===== src/rtl/buf_load_control_pkg.sv =====
// Shared definitions for the buffer load controller: FSM encoding,
// buffer target codes and the default packing factor of the stream words.
package buf_load_control_pkg;

    typedef enum logic [1:0] {
        ST_IDLE = 2'd0,
        ST_LOAD = 2'd1,
        ST_FIN  = 2'd2
    } state_t;

    localparam logic [1:0] TGT_W0 = 2'b00;
    localparam logic [1:0] TGT_W1 = 2'b01;
    localparam logic [1:0] TGT_A0 = 2'b10;
    localparam logic [1:0] TGT_A1 = 2'b11;

    // int8 elements packed into one buffer word
    localparam int NDATA = 4;

    // width of the word counter and of the latched word total
    localparam int CNT_W = 12;

endpackage


===== src/rtl/buf_load_control.sv =====
// Streams num_tiles ROWxCOL int8 tiles from a valid/ready word stream into
// one of four on-chip buffers, one registered write per accepted word.
module buf_load_control #(
    parameter int ROW             = 8,
    parameter int COL             = 8,
    parameter int BRAM_ADDR_WIDTH = 11,
    parameter int BRAM_DATA_WIDTH = 32,
    parameter int NDATA           = buf_load_control_pkg::NDATA
) (
    input  logic                       clk,
    input  logic                       rstn,
    input  logic                       start,
    input  logic [1:0]                 target,
    input  logic [7:0]                 num_tiles,
    input  logic [BRAM_ADDR_WIDTH-1:0] base_addr,
    input  logic [BRAM_DATA_WIDTH-1:0] s_data,
    input  logic                       s_valid,
    output logic                       s_ready,
    output logic                       busy,
    output logic                       done,
    output logic [BRAM_DATA_WIDTH-1:0] buf_wdata,
    output logic                       w_buf0_en,
    output logic                       w_buf0_we,
    output logic [BRAM_ADDR_WIDTH-1:0] w_buf0_addr,
    output logic                       w_buf1_en,
    output logic                       w_buf1_we,
    output logic [BRAM_ADDR_WIDTH-1:0] w_buf1_addr,
    output logic                       a_buf0_en,
    output logic                       a_buf0_we,
    output logic [BRAM_ADDR_WIDTH-1:0] a_buf0_addr,
    output logic                       a_buf1_en,
    output logic                       a_buf1_we,
    output logic [BRAM_ADDR_WIDTH-1:0] a_buf1_addr
);

    import buf_load_control_pkg::state_t;
    import buf_load_control_pkg::ST_IDLE;
    import buf_load_control_pkg::ST_LOAD;
    import buf_load_control_pkg::ST_FIN;
    import buf_load_control_pkg::TGT_W0;
    import buf_load_control_pkg::TGT_W1;
    import buf_load_control_pkg::TGT_A0;
    import buf_load_control_pkg::TGT_A1;
    import buf_load_control_pkg::CNT_W;

    localparam int AW             = BRAM_ADDR_WIDTH;
    localparam int WORDS_PER_TILE = ROW * COL / NDATA;

    state_t                 state;
    logic [1:0]             tgt;
    logic [AW-1:0]          base;
    logic [CNT_W-1:0]       total;
    logic [CNT_W-1:0]       count;
    logic [3:0]             en_r;
    logic [3:0][AW-1:0]     addr_r;

    logic [3:0]             sel;
    logic [CNT_W-1:0]       start_total;
    logic                   accept;
    logic                   last_word;
    logic [AW-1:0]          waddr;

    assign start_total = CNT_W'(num_tiles * WORDS_PER_TILE);
    assign accept      = s_valid & s_ready;
    assign last_word   = (count == total - CNT_W'(1));
    // address arithmetic is naturally modulo 2^AW
    assign waddr       = base + AW'(count);

    always_comb begin
        sel = 4'b0000;
        case (tgt)
            TGT_W0:  sel = 4'b0001;
            TGT_W1:  sel = 4'b0010;
            TGT_A0:  sel = 4'b0100;
            TGT_A1:  sel = 4'b1000;
            default: sel = 4'b0000;
        endcase
    end

    always_ff @(posedge clk) begin
        if (!rstn) begin
            state     <= ST_IDLE;
            tgt       <= '0;
            base      <= '0;
            total     <= '0;
            count     <= '0;
            s_ready   <= 1'b0;
            busy      <= 1'b0;
            done      <= 1'b0;
            buf_wdata <= '0;
            en_r      <= '0;
            addr_r    <= '0;
        end else begin
            en_r <= '0;
            done <= 1'b0;
            case (state)
                ST_IDLE: begin
                    if (start) begin
                        tgt    <= target;
                        base   <= base_addr;
                        total  <= start_total;
                        count  <= '0;
                        busy   <= 1'b1;
                        // a new load owns no address yet; older targets go quiet
                        addr_r <= '0;
                        if (start_total == '0) begin
                            state <= ST_FIN;
                        end else begin
                            state   <= ST_LOAD;
                            s_ready <= 1'b1;
                        end
                    end
                end
                ST_LOAD: begin
                    if (accept) begin
                        buf_wdata <= s_data;
                        en_r      <= sel;
                        for (int i = 0; i < 4; i++) begin
                            if (sel[i]) addr_r[i] <= waddr;
                        end
                        count <= count + CNT_W'(1);
                        if (last_word) begin
                            s_ready <= 1'b0;
                            state   <= ST_FIN;
                        end
                    end
                end
                ST_FIN: begin
                    done  <= 1'b1;
                    busy  <= 1'b0;
                    state <= ST_IDLE;
                end
                default: state <= ST_IDLE;
            endcase
        end
    end

    assign w_buf0_en   = en_r[0];
    assign w_buf0_we   = en_r[0];
    assign w_buf0_addr = addr_r[0];
    assign w_buf1_en   = en_r[1];
    assign w_buf1_we   = en_r[1];
    assign w_buf1_addr = addr_r[1];
    assign a_buf0_en   = en_r[2];
    assign a_buf0_we   = en_r[2];
    assign a_buf0_addr = addr_r[2];
    assign a_buf1_en   = en_r[3];
    assign a_buf1_we   = en_r[3];
    assign a_buf1_addr = addr_r[3];

endmodule


===== config.mk =====
export PLATFORM = sky130hd
export DESIGN_NAME = buf_load_control
export DESIGN_NICKNAME = d
export VERILOG_FILES = /design/src/rtl/buf_load_control_pkg.sv /design/src/rtl/buf_load_control.sv
export SDC_FILE = /design/constraint.sdc
export NUM_CORES = 1
export LEC_CHECK = 0
export ABC_AREA = 1
export CAP_MARGIN = 40
export CORE_MARGIN = 2
export CORE_UTILIZATION = 51
export DETAILED_ROUTE_END_ITERATION = 6
export GPL_TIMING_DRIVEN = 0
export HOLD_SLACK_MARGIN = 0.08
export MAX_ROUTING_LAYER = met4
export PLACE_DENSITY = 0.93
export RECOVER_POWER = 50
export SLEW_MARGIN = 40
export SYNTH_ARGS = -nofsm -noshare
export SYNTH_HDL_FRONTEND = slang
export SYNTH_SLANG_ARGS = --single-unit

===== constraint.sdc =====
create_clock -name clk -period 4.9 [get_ports clk]
set_input_delay 0.49 -clock clk [delete_from_list [all_inputs] [get_ports clk]]
set_output_delay 0.49 -clock clk [all_outputs]
set_load 0.02 [all_outputs]

==> key figures, run 1 <==
Status
  • Status: complete, no violations

Routing
  • Drt pass-1 iters: 6
  • Starting DRT DRC Count: 494
  • DRC viols: 0
  • Routed WL per cell: 15.8 um
  • Via count: 5318
  • Antenna Violating Nets Remaining: 0
  • Via density: 5.48
  • Final WL: 15400 um

Pwr
  • P per Cell Area: 423 mW/mm2
  • Clock Power Share: 0.440
  • Pint: 2140 uW
  • Switching power: 896 uW
  • Sw frac: 0.295
  • Lkg Pwr: 0.00305 uW
  • Total chip power: 3040 uW
  • Peak supply drop: 0.270 mV
  • Seq pwr share: 0.364
  • Comb pwr share: 0.196

Placement
  • Placement Cell Area: 0.00660 mm2
  • IO Port Bufs: 143
  • Gpl congestion: 0.928
  • Placed cells: 939
  • HPWL Detailed: 10300 um

GRT
  • Antenna violations before repair: 0
  • Vias in the first global route: 4982
  • GRT Util Overall: 0.298
  • Total gr overflow: 0
  • Pin count of the biggest net entering global routing: 17
  • First-pass GRT wire length: 23500 um

Finish
  • Ant diodes: 0
  • Layout area overhead: 43.9%
  • Final nets: 895
  • Post-route design area: 0.00719 mm2
  • Final std cells w/o fill: 971
  • Share of layout cells above drive strength 1: 0.0692
  • Filler cells: 690

STA
  • Tcrit/Tclk final: 0.577
  • Worst Tran Pin Value: 805 ps
  • Setup_tns: 0 ps
  • Max Clock Freq: 0.354 GHz
  • Max-slew headroom: 0.458
  • Crit path time final: 2830 ps
  • Post-Route Skew: 10.8 ps
  • Final hold vios: 0
  • Slew Limit Fails: 0
  • Final setup viols: 0
  • RSZ-0062 raised after global routing: false

Synthesis
  • Largest cells by area after synthesis: dfxtp_1, o21ai_0, nor2_1, a21oi_1, nand2_1
  • Synth cell types: 40
  • Top cell type's share of synthesized area: 0.473
  • Async SR Flop Fraction: 0
  • Synth area leader: dfxtp_1
  • Mean post-synth cell area: 7.54 um2
  • Mapped cell area: 0.00500 mm2
  • Cells after synthesis: 663
  • Register bit count reported by yosys: 118
  • Syn_nets: 733
  • Share of the yosys chip area belonging to registers: 0.473
  • Post-synth EDFFs: 0
  • Count leader, synth: nor2_1
  • Synth warn: 0
  • Synth top cells by count: nor2_1, dfxtp_1, o21ai_0, a21oi_1, nand2_1
  • Top_reg_cell synth: dfxtp_1

Clock tree
  • Hold-fix buffers, CTS: 0
  • CTS Buf Count: 17
  • Clock-pin slew on the worst setup and hold paths: 60 ps
  • Clk_lat worst skew: 530 ps
  • CTS tree: yes
  • Post-CTS Setup Bufs: 0
  • Root Driver: clkbuf_8
  • Clk buf depth: 2
  • H-tree levels: 4
  • Post-cts sizing count: 0
  • Clock sinks: 118

Setup path
  • Slowest CP cell: nor2_1
  • CP bufs+invs: 2
  • Endpoint class of the critical path: register
  • Critical path class: register to register
  • Largest stage delay, worst path: 700 ps
  • CP Launch Type: register
  • CP cell instances: inv_1, nor2_1, clkinv_1, nor2_1, nand2_1, nor3_1
  • CP delay by family, top: simple AND/OR/NAND/NOR gates
  • Critical path required time: 5330 ps
  • Cell mode on critical path: nor2_1
  • Crit path arrival time: 3260 ps
  • Crit Path Max Fanout: 10

Run
  • Max_cap viols: 0

Floorplanning
  • Die W: 103 um
  • Core Area: 0.00964 mm2
  • Row count: 36
  • Io pins: 144
  • Die footprint: 0.0106 mm2
  • Initial Util: 0.518
  • Chip height: 103 um

Min path
  • Hold/Removal Path Class: register to register
tightest hold or removal path: stages, from the launching register on:
cell     delay, ps
dfxtp_1        310
nand2_1         60
a21oi_1         50
layout make-up:
class	count	area, um2	area share
Sequential cell	118	2360	0.328
Multi-Input combinational cell	465	2270	0.316
Timing Repair Buffer	143	1430	0.199
Clock buffer	19	442	0.0614
Clock inverter	13	191	0.0266
Inverter	49	184	0.0256
Tap cell	133	166	0.0231
Buffer	31	144	0.0200
logic make-up (layout without fill, tap and decap cells):
family / after synthesis / count (layout) / synth area share
DFF: 118 / 118 / 0.473
AOI/OAI and AO/OA: 195 / 195 / 0.201
xor gates and xnor gates: 7 / 7 / 0.0123
adders and majority gates: 13 / 13 / 0.0341
buffers and inverters: 80 / 255 / 0.0663
and+or+nand+nor: 250 / 250 / 0.214
worst paths after layout:
path / slack, ps / cells after the start / to / startpoint
setup / recovery: 2070 / 6 / en_r[2] / state[0]
hold / removal: 470 / 2 / a_buf0_addr[0] / a_buf0_addr[0]
setup reg to reg: 2070 / 6 / en_r[2] / state[0]
hold reg to reg: 470 / 2 / a_buf0_addr[0] / a_buf0_addr[0]
per-stage QoR:
step | hold slack [ps] | util | worst slack, ps
2_1_floorplan | 448 | - | 2930
3_3_place_gp | 450 | 0.684 | 2400
3_5_place_dp | 459 | 0.684 | 2360
4_1_cts | 470 | 0.750 | 2300
5_1_grt | 491 | 0.746 | 1920
6_report | 466 | 0.746 | 2070
per-layer routing:
metal  GRT usage  routed length, um  up-vias  part of all wire
li1            -                  -     2518                 -
met1       0.355               6140     2453              0.40
met2       0.486               7390      293              0.48
met3      0.0732               1350       54             0.088
met4       0.120                499        0             0.032
met5           -                  0        -                 0
power by group through the flow:
stage               Sequential [uW]  Combinational (uW)  Clock, uW
floorplan                      1200                 258          0
global placement               1130                 586          0
detailed placement             1130                 599          0
CTS                            1110                 613       1330
global route                   1120                 645       1380
finish                         1110                 596       1340
layout by cell type, fill, tap and decap left out, types with 2 or more instances in the layout:
| cell | synthesis | layout |
|---|---|---|
| a21oi_1 | 77 | 77 |
| buf_2 | 6 | 4 |
| buf_4 | 6 | 6 |
| bufinv_16 | 0 | 4 |
| clkbuf_1 | 17 | 20 |
| clkbuf_16 | 0 | 16 |
| clkbuf_8 | 0 | 3 |
| clkdlybuf4s50_1 | 0 | 75 |
| clkinvlp_4 | 0 | 3 |
| dfxtp_1 | 118 | 118 |
| dlygate4sd3_1 | 0 | 68 |
| ha_1 | 12 | 12 |
| inv_1 | 41 | 44 |
| inv_2 | 7 | 4 |
| inv_6 | 0 | 4 |
| nand2_1 | 77 | 78 |
| nand2_4 | 2 | 2 |
| nand3_1 | 25 | 26 |
| nor2_1 | 124 | 127 |
| nor2_2 | 3 | 2 |
| nor2_4 | 4 | 2 |
| nor3_1 | 6 | 6 |
| o21ai_0 | 104 | 103 |
| o21ai_1 | 4 | 5 |
| or2_2 | 2 | 2 |
| xnor2_1 | 5 | 5 |
| xor2_1 | 2 | 2 |
sequential cells by signal, summed over array words and instances (netlist names), 2 cells and up:
| register | count |
|---|---|
| buf_wdata | 32 |
| count | 12 |
| a_buf0_addr | 11 |
| a_buf1_addr | 11 |
| base | 11 |
| w_buf0_addr | 11 |
| w_buf1_addr | 11 |
| total | 8 |
| en_r | 4 |
| state | 2 |
| tgt | 2 |
(Power assumes the default switching activity.)
==> inputs of run 2 (changes only) <==
CORE_UTILIZATION = 48   (was 51)
PLACE_DENSITY = 0.89   (was 0.93)
clock period = 3 ns   (was 4.9 ns; I/O delays follow)
==> key figures, run 2 (synthesis gave the netlist of run 1 again) <==
Status
  • Status: complete, no violations

Placement
  • IO Port Bufs: 143 (unchanged)
  • Placed cells: 942 (+0.32%)
  • Placement Cell Area: 0.00660 mm2 (about the same)
  • HPWL Detailed: 9930 um (-3.9%)
  • Gpl congestion: 0.922 (-0.64%)

Routing
  • Via density: 5.26 (-4.0%)
  • Met2 WL: 6890 um (-6.8%)
  • Antenna Violating Nets Remaining: 0 (unchanged)
  • DRC viols: 0 (unchanged)
  • M1 WL: 5910 um (-3.7%)
  • Routed WL per cell: 14.6 um (-7.7%)
  • Highest routed layer: met4
  • Via count: 5121 (-3.7%)
  • Met3 Routed Length: 1050 um (-22%)
  • Final WL: 14200 um (-7.4%)
  • Starting DRT DRC Count: 549 (+11%)
  • Drt pass-1 iters: 6 (unchanged)

GRT
  • Pin count of the biggest net entering global routing: 17 (unchanged)
  • Total gr overflow: 0 (unchanged)
  • GRT Util Overall: 0.268 (-0.0304)
  • Vias in the first global route: 4937 (-0.90%)
  • First-pass GRT wire length: 23300 um (-1.1%)
  • Antenna violations before repair: 0 (unchanged)

Finish
  • Regs by FF count: buf_wdata x32, count x12
  • Final nets: 895 (unchanged)
  • Ant diodes: 0 (unchanged)
  • Reg with most FFs: buf_wdata
  • Layout area overhead: 43.3%
  • Number of flip-flops under the largest register name: 32 (unchanged)
  • Post-route design area: 0.00716 mm2 (-0.45%)
  • Most frequent cells in the layout: nor2_1, dfxtp_1, o21ai_0
  • Most common cell after layout, fill and taps aside: nor2_1
  • Share of layout cells above drive strength 1: 0.0752 (+0.00597)
  • Filler cells: 775 (+12%)
  • Final std cells w/o fill: 974 (+0.31%)

Floorplanning
  • Row count: 37 (+2.8%)
  • Chip height: 106 um (+3.0%)
  • Die W: 106 um (+3.0%)
  • Die footprint: 0.0112 mm2 (+6.0%)
  • Initial Util: 0.488 (-0.0300)
  • Io pins: 144 (unchanged)
  • Core Area: 0.0102 mm2 (+6.1%)

Clock tree
  • Clock-pin slew on the worst setup and hold paths: 60 ps (about the same)
  • Clk_lat worst skew: 520 ps (about the same)
  • Hold-fix buffers, CTS: 0 (unchanged)
  • Clk buf depth: 2 (unchanged)
  • CTS tree: yes
  • Post-cts sizing count: 0 (unchanged)
  • CTS Buf Count: 17 (unchanged)
  • Root Driver: clkbuf_8
  • Clock sinks: 118 (unchanged)
  • Post-CTS Setup Bufs: 0 (unchanged)
  • H-tree levels: 4 (unchanged)

STA
  • RSZ-0062 raised after global routing: false
  • Worst Tran Pin Value: 852 ps (+46.9 ps)
  • Post-Route Skew: 9.34 ps (-1.43 ps)
  • WHS: 362 ps (-105 ps)
  • Slew Limit Fails: 0 (unchanged)
  • Max Clock Freq: 0.370 GHz (+4.5%)
  • Final setup viols: 0 (unchanged)
  • Setup_tns: 0 ps (unchanged)
  • Tcrit/Tclk final: 0.902 (+0.325)
  • Crit path time final: 2710 ps (-121 ps)
  • Final hold vios: 0 (unchanged)
  • Max-slew headroom: 0.426 (-0.0316)

Setup path
  • Critical path class: register to register
  • Slowest CP cell: o21ai_0
  • Critical path required time: 3350 ps (-1980 ps)
  • Cell mode on critical path: o21ai_0
  • Reg-to-Reg End: a_buf0_addr[8]
  • CP bufs+invs: 0 (-2)
  • Largest stage delay, worst path: 650 ps (-50 ps)
  • CP cell instances: ha_1, fa_1, nand2_1, nand3_1, o21ai_0, o21ai_0, nand3_1, nand2_1, o21ai_0, a21oi_1
  • FF-to-FF path depth: 10 (+4)
  • Worst R2R Setup Slack: 290 ps (-1780 ps)
  • Endpoint class of the critical path: register
  • CP delay by family, top: compound AO/OA/AOI/OAI gates
  • Crit path arrival time: 3060 ps (-200 ps)
  • RR Startpoint: count[0]
  • CP Launch Type: register
  • Crit Path Max Fanout: 5 (-5)

Pwr
  • Peak supply drop: 0.428 mV (+59%)
  • P per Cell Area: 659 mW/mm2 (+56%)
  • Total chip power: 4720 uW (+55%)
  • Sw frac: 0.299 (+0.00486)
  • Clock Power Share: 0.416 (-0.024)
  • Switching power: 1410 uW (+58%)
  • Lkg Pwr: 0.00308 uW (+1.0%)
  • Seq pwr share: 0.383 (+0.019)
  • Comb pwr share: 0.201 (+0.005)
  • Pint: 3310 uW (+54%)

Min path
  • Hold path start: num_tiles[5]
  • Hold Path Depth: 3 (+1)
  • Hold EP: total[9]
  • Hold/Removal Path Class: input port to register

Run
  • Max_cap viols: 0 (unchanged)
-- run 2: worst reg2reg max path, delay by kind of cell, from the launching register on --
family | cells | cell delay, ps
AND/OR/NAND/NOR | 4 | 350
flip-flops | 1 | 350
adder cells (fa/ha/maj) | 2 | 700
AO/OA/AOI/OAI | 4 | 1160
-- run 2: layout make-up --
cell class / count / area [um2] / area share
well taps: 136 / 170 / 0.0238
clock inverters: 13 / 145 / 0.0203
clock buffers: 19 / 432 / 0.0603
inverters: 49 / 184 / 0.0257
flip-flops and latches: 118 / 2360 / 0.330
repair buffers: 143 / 1430 / 0.200
multi-input cells: 465 / 2290 / 0.320
plain buffers: 31 / 146 / 0.0204
-- run 2: metal layers --
metal	global-route usage	up-vias
li1	-	2520
met1	0.321	2335
met2	0.433	238
met3	0.0570	28
met4	0.127	0
met5	-	-
-- run 2: worst max-delay path by stage --
stage,start,to,slack [ps],cells past startpoint
final,count[0],a_buf0_addr[8],290,10
after global routing,state[0],buf_wdata[8],70,7
after CTS,count[0],a_buf0_addr[8],400,10
after detailed placement,count[0],a_buf1_addr[8],450,10
after global placement,count[0],w_buf1_addr[8],500,10
after floorplan,count[0],a_buf0_addr[8],1030,10
-- run 2: power by group through the flow --
stage / Combinational (uW) / Sequential, uW / Clock [uW]
floorplan: 422 / 1960 / 0
global placement: 951 / 1840 / 0
detailed placement: 967 / 1840 / 0
CTS: 986 / 1810 / 1970
global route: 1040 / 1830 / 2050
finish: 948 / 1810 / 1960
-- run 2: stage by stage --
stage          setup WS, ps  utilization
2_1_floorplan          1030            -
3_5_place_dp            449        0.645
3_3_place_gp            504        0.645
4_1_cts                 399        0.701
6_report                294        0.700
5_1_grt                70.0        0.700
==> inputs of run 3 (changes only) <==
--- a/config.mk
+++ b/config.mk
@@ -9,10 +9,10 @@
 export CAP_MARGIN = 40
 export CORE_MARGIN = 2
-export CORE_UTILIZATION = 48
+export CORE_UTILIZATION = 43
 export DETAILED_ROUTE_END_ITERATION = 6
 export GPL_TIMING_DRIVEN = 0
 export HOLD_SLACK_MARGIN = 0.08
 export MAX_ROUTING_LAYER = met4
-export PLACE_DENSITY = 0.89
+export PLACE_DENSITY = 0.84
 export RECOVER_POWER = 50
 export SLEW_MARGIN = 40
==> constraint.sdc (replaced) <==
create_clock -name clk -period 2.2 [get_ports clk]
set_input_delay 0.22 -clock clk [delete_from_list [all_inputs] [get_ports clk]]
set_output_delay 0.22 -clock clk [all_outputs]
set_load 0.1 [all_outputs]
==> key figures, run 3 (synthesis gave the netlist of run 1 again) <==
Finish
  • Final core utilization: 0.593 (-0.107)
  • Reg with most FFs: buf_wdata
  • Regs by FF count: buf_wdata x32, count x12
  • Number of flip-flops under the largest register name: 32 (unchanged)
  • Ant diodes: 0 (unchanged)
  • Layout area overhead: 34.9%
  • Share of layout cells above drive strength 1: 0.0919 (+0.0167)
  • Filler cells: 1067 (+38%)
  • Most frequent cells in the layout: nor2_1, dfxtp_1, clkbuf_1
  • Final std cells w/o fill: 981 (+0.72%)
  • Most common cell after layout, fill and taps aside: nor2_1
  • Final nets: 895 (unchanged)

Clock tree
  • Clock sinks: 118 (unchanged)
  • Post-CTS Setup Bufs: 0 (unchanged)
  • Clk buf depth: 2 (unchanged)
  • Clock-pin slew on the worst setup and hold paths: 50 ps (about the same)
  • Root Driver: clkbuf_16
  • Clk_lat worst skew: 410 ps (-110 ps)
  • CTS Buf Count: 17 (unchanged)
  • CTS tree: yes
  • H-tree levels: 4 (unchanged)

STA
  • Max Clock Freq: 0.483 GHz (+31%)
  • Slew Limit Fails: 0 (unchanged)
  • Crit path time final: 2070 ps (-636 ps)
  • Max-slew headroom: 0.188 (-0.238)
  • Final setup viols: 0 (unchanged)
  • Worst Tran Pin Value: 1220 ps (+371 ps)
  • Post-Route Skew: 6.64 ps (-2.70 ps)
  • Tcrit/Tclk final: 0.941 (+0.0390)
  • Final hold vios: 0 (unchanged)

Min path
  • Hold path start: num_tiles[5]
  • Hold/Removal Path Class: input port to register

Setup path
  • Critical path required time: 2540 ps (-810 ps)
  • Endpoint class of the critical path: register
  • CP Launch Type: register
  • Crit path arrival time: 2410 ps (-650 ps)
  • Critical path class: register to register
  • Critical Path Start: count[0]
  • Crit Path Max Fanout: 5 (unchanged)
  • RR Startpoint: count[0]

Routing
  • Highest routed layer: met4
  • DRC viols: 0 (unchanged)
  • Met2 WL: 6430 um (-6.7%)
  • Routed WL per cell: 14.1 um (-3.8%)
  • Antenna Violating Nets Remaining: 0 (unchanged)
  • M1 WL: 6270 um (+6.1%)
  • Via density: 5.02 (-4.6%)
  • Met3 Routed Length: 805 um (-23%)
  • Drt pass-1 iters: 5 (-1)
  • Via count: 4923 (-3.9%)
  • Starting DRT DRC Count: 340 (-38%)
  • Final WL: 13800 um (-3.1%)

Placement
  • IO Port Bufs: 143 (unchanged)
  • Gpl congestion: 0.893 (-3.1%)
  • Placed cells: 949 (+0.74%)
  • HPWL Detailed: 10000 um (+0.67%)

GRT
  • Vias in the first global route: 4550 (-7.8%)
  • Antenna violations before repair: 0 (unchanged)
  • GRT Util Overall: 0.232 (-0.0359)
  • Total gr overflow: 0 (unchanged)
  • First-pass GRT wire length: 22600 um (-2.8%)
  • Pin count of the biggest net entering global routing: 17 (unchanged)

Run
  • Max_cap viols: 0 (unchanged)

Pwr
  • Lkg Pwr: 0.00265 uW (-14%)
  • P per Cell Area: 1110 mW/mm2 (+68%)
  • Peak supply drop: 0.846 mV (+98%)

Status
  • Status: complete, no violations

Floorplanning
  • Row count: 39 (+5.4%)
  • Io pins: 144 (unchanged)
  • Core Area: 0.0114 mm2 (+11%)
  • Chip height: 112 um (+5.4%)
  • Die W: 112 um (+5.4%)
  • Die footprint: 0.0125 mm2 (+11%)
  • Initial Util: 0.440 (-0.0489)
[run 3: changes by cell type in the layout (fill, tap and decap cells not counted), moves of 4 or more]
cell | before | now
clkbuf_1 | 19 | 107
dlygate4sd3_1 | 85 | 1
o21ai_0 | 104 | 97
o21ai_2 | 0 | 4
inv_6 | 4 | 0
[run 3: worst max-delay path: stages (launching register included)]
cell and delay, ps:
dfxtp_1 350, ha_2 220, fa_2 360, nand2_1 100, nand3_1 90, o21ai_2 100, o21ai_2 100, nand3_1 80
nand2_1 120, a21oi_2 210, o21ai_4 120, a21oi_1 140
[run 3: where the power goes]
part,leakage [uW],internal (uW),switching (uW)
sequential,0.000966,2340,136
combinational,0.00138,390,1670
clock,0.000299,1960,974
[run 3: cell type report]
class	instances	area (um2)	share of cell area
buffer	31	146	0.0217
clock buffer	21	460	0.0683
clock inverter	11	174	0.0258
inverter	49	184	0.0273
multi-input combinational	465	2340	0.348
sequential	118	2370	0.351
tap	143	179	0.0265
timing repair buffer	143	887	0.132
[run 3: stage by stage]
stage / worst slack [ps] / hold slack (ps) / area (um2) / total power [uW] / TNS [ps]
after floorplan: 233 / 369 / 5000 / 4140 / 0
after global placement: -357 / 452 / 6610 / 4710 / -2260
after detailed placement: -431 / 453 / 6170 / 4580 / -2620
after CTS: 1.75 / 387 / 6830 / 7520 / 0
after global routing: -0.638 / 418 / 6740 / 7750 / -0.638
final: 130 / 394 / 6740 / 7470 / 0
[run 3: what timing repair did]
action                                  in CTS  in global routing
pin swaps                                    1                  2
hold buffers                                 0                  0
endpoints found under the setup margin      16                 50
gates resized for setup                      9                 10
[run 3: per-layer routing]
metal | vias to the layer above | GRT usage
met5 | - | -
met3 | 27 | 0.0533
met4 | 0 | 0.0765
met2 | 145 | 0.370
met1 | 2230 | 0.292
li1 | 2521 | -
[run 3: worst paths after layout]
check | to | slack, ps | cells after the start
worst max-delay path | a_buf1_addr[8] | 130 | 11
worst min-delay path | total[9] | 390 | 3
worst max register to register | a_buf1_addr[8] | 130 | 11
worst min register to register | w_buf0_addr[0] | 460 | 2
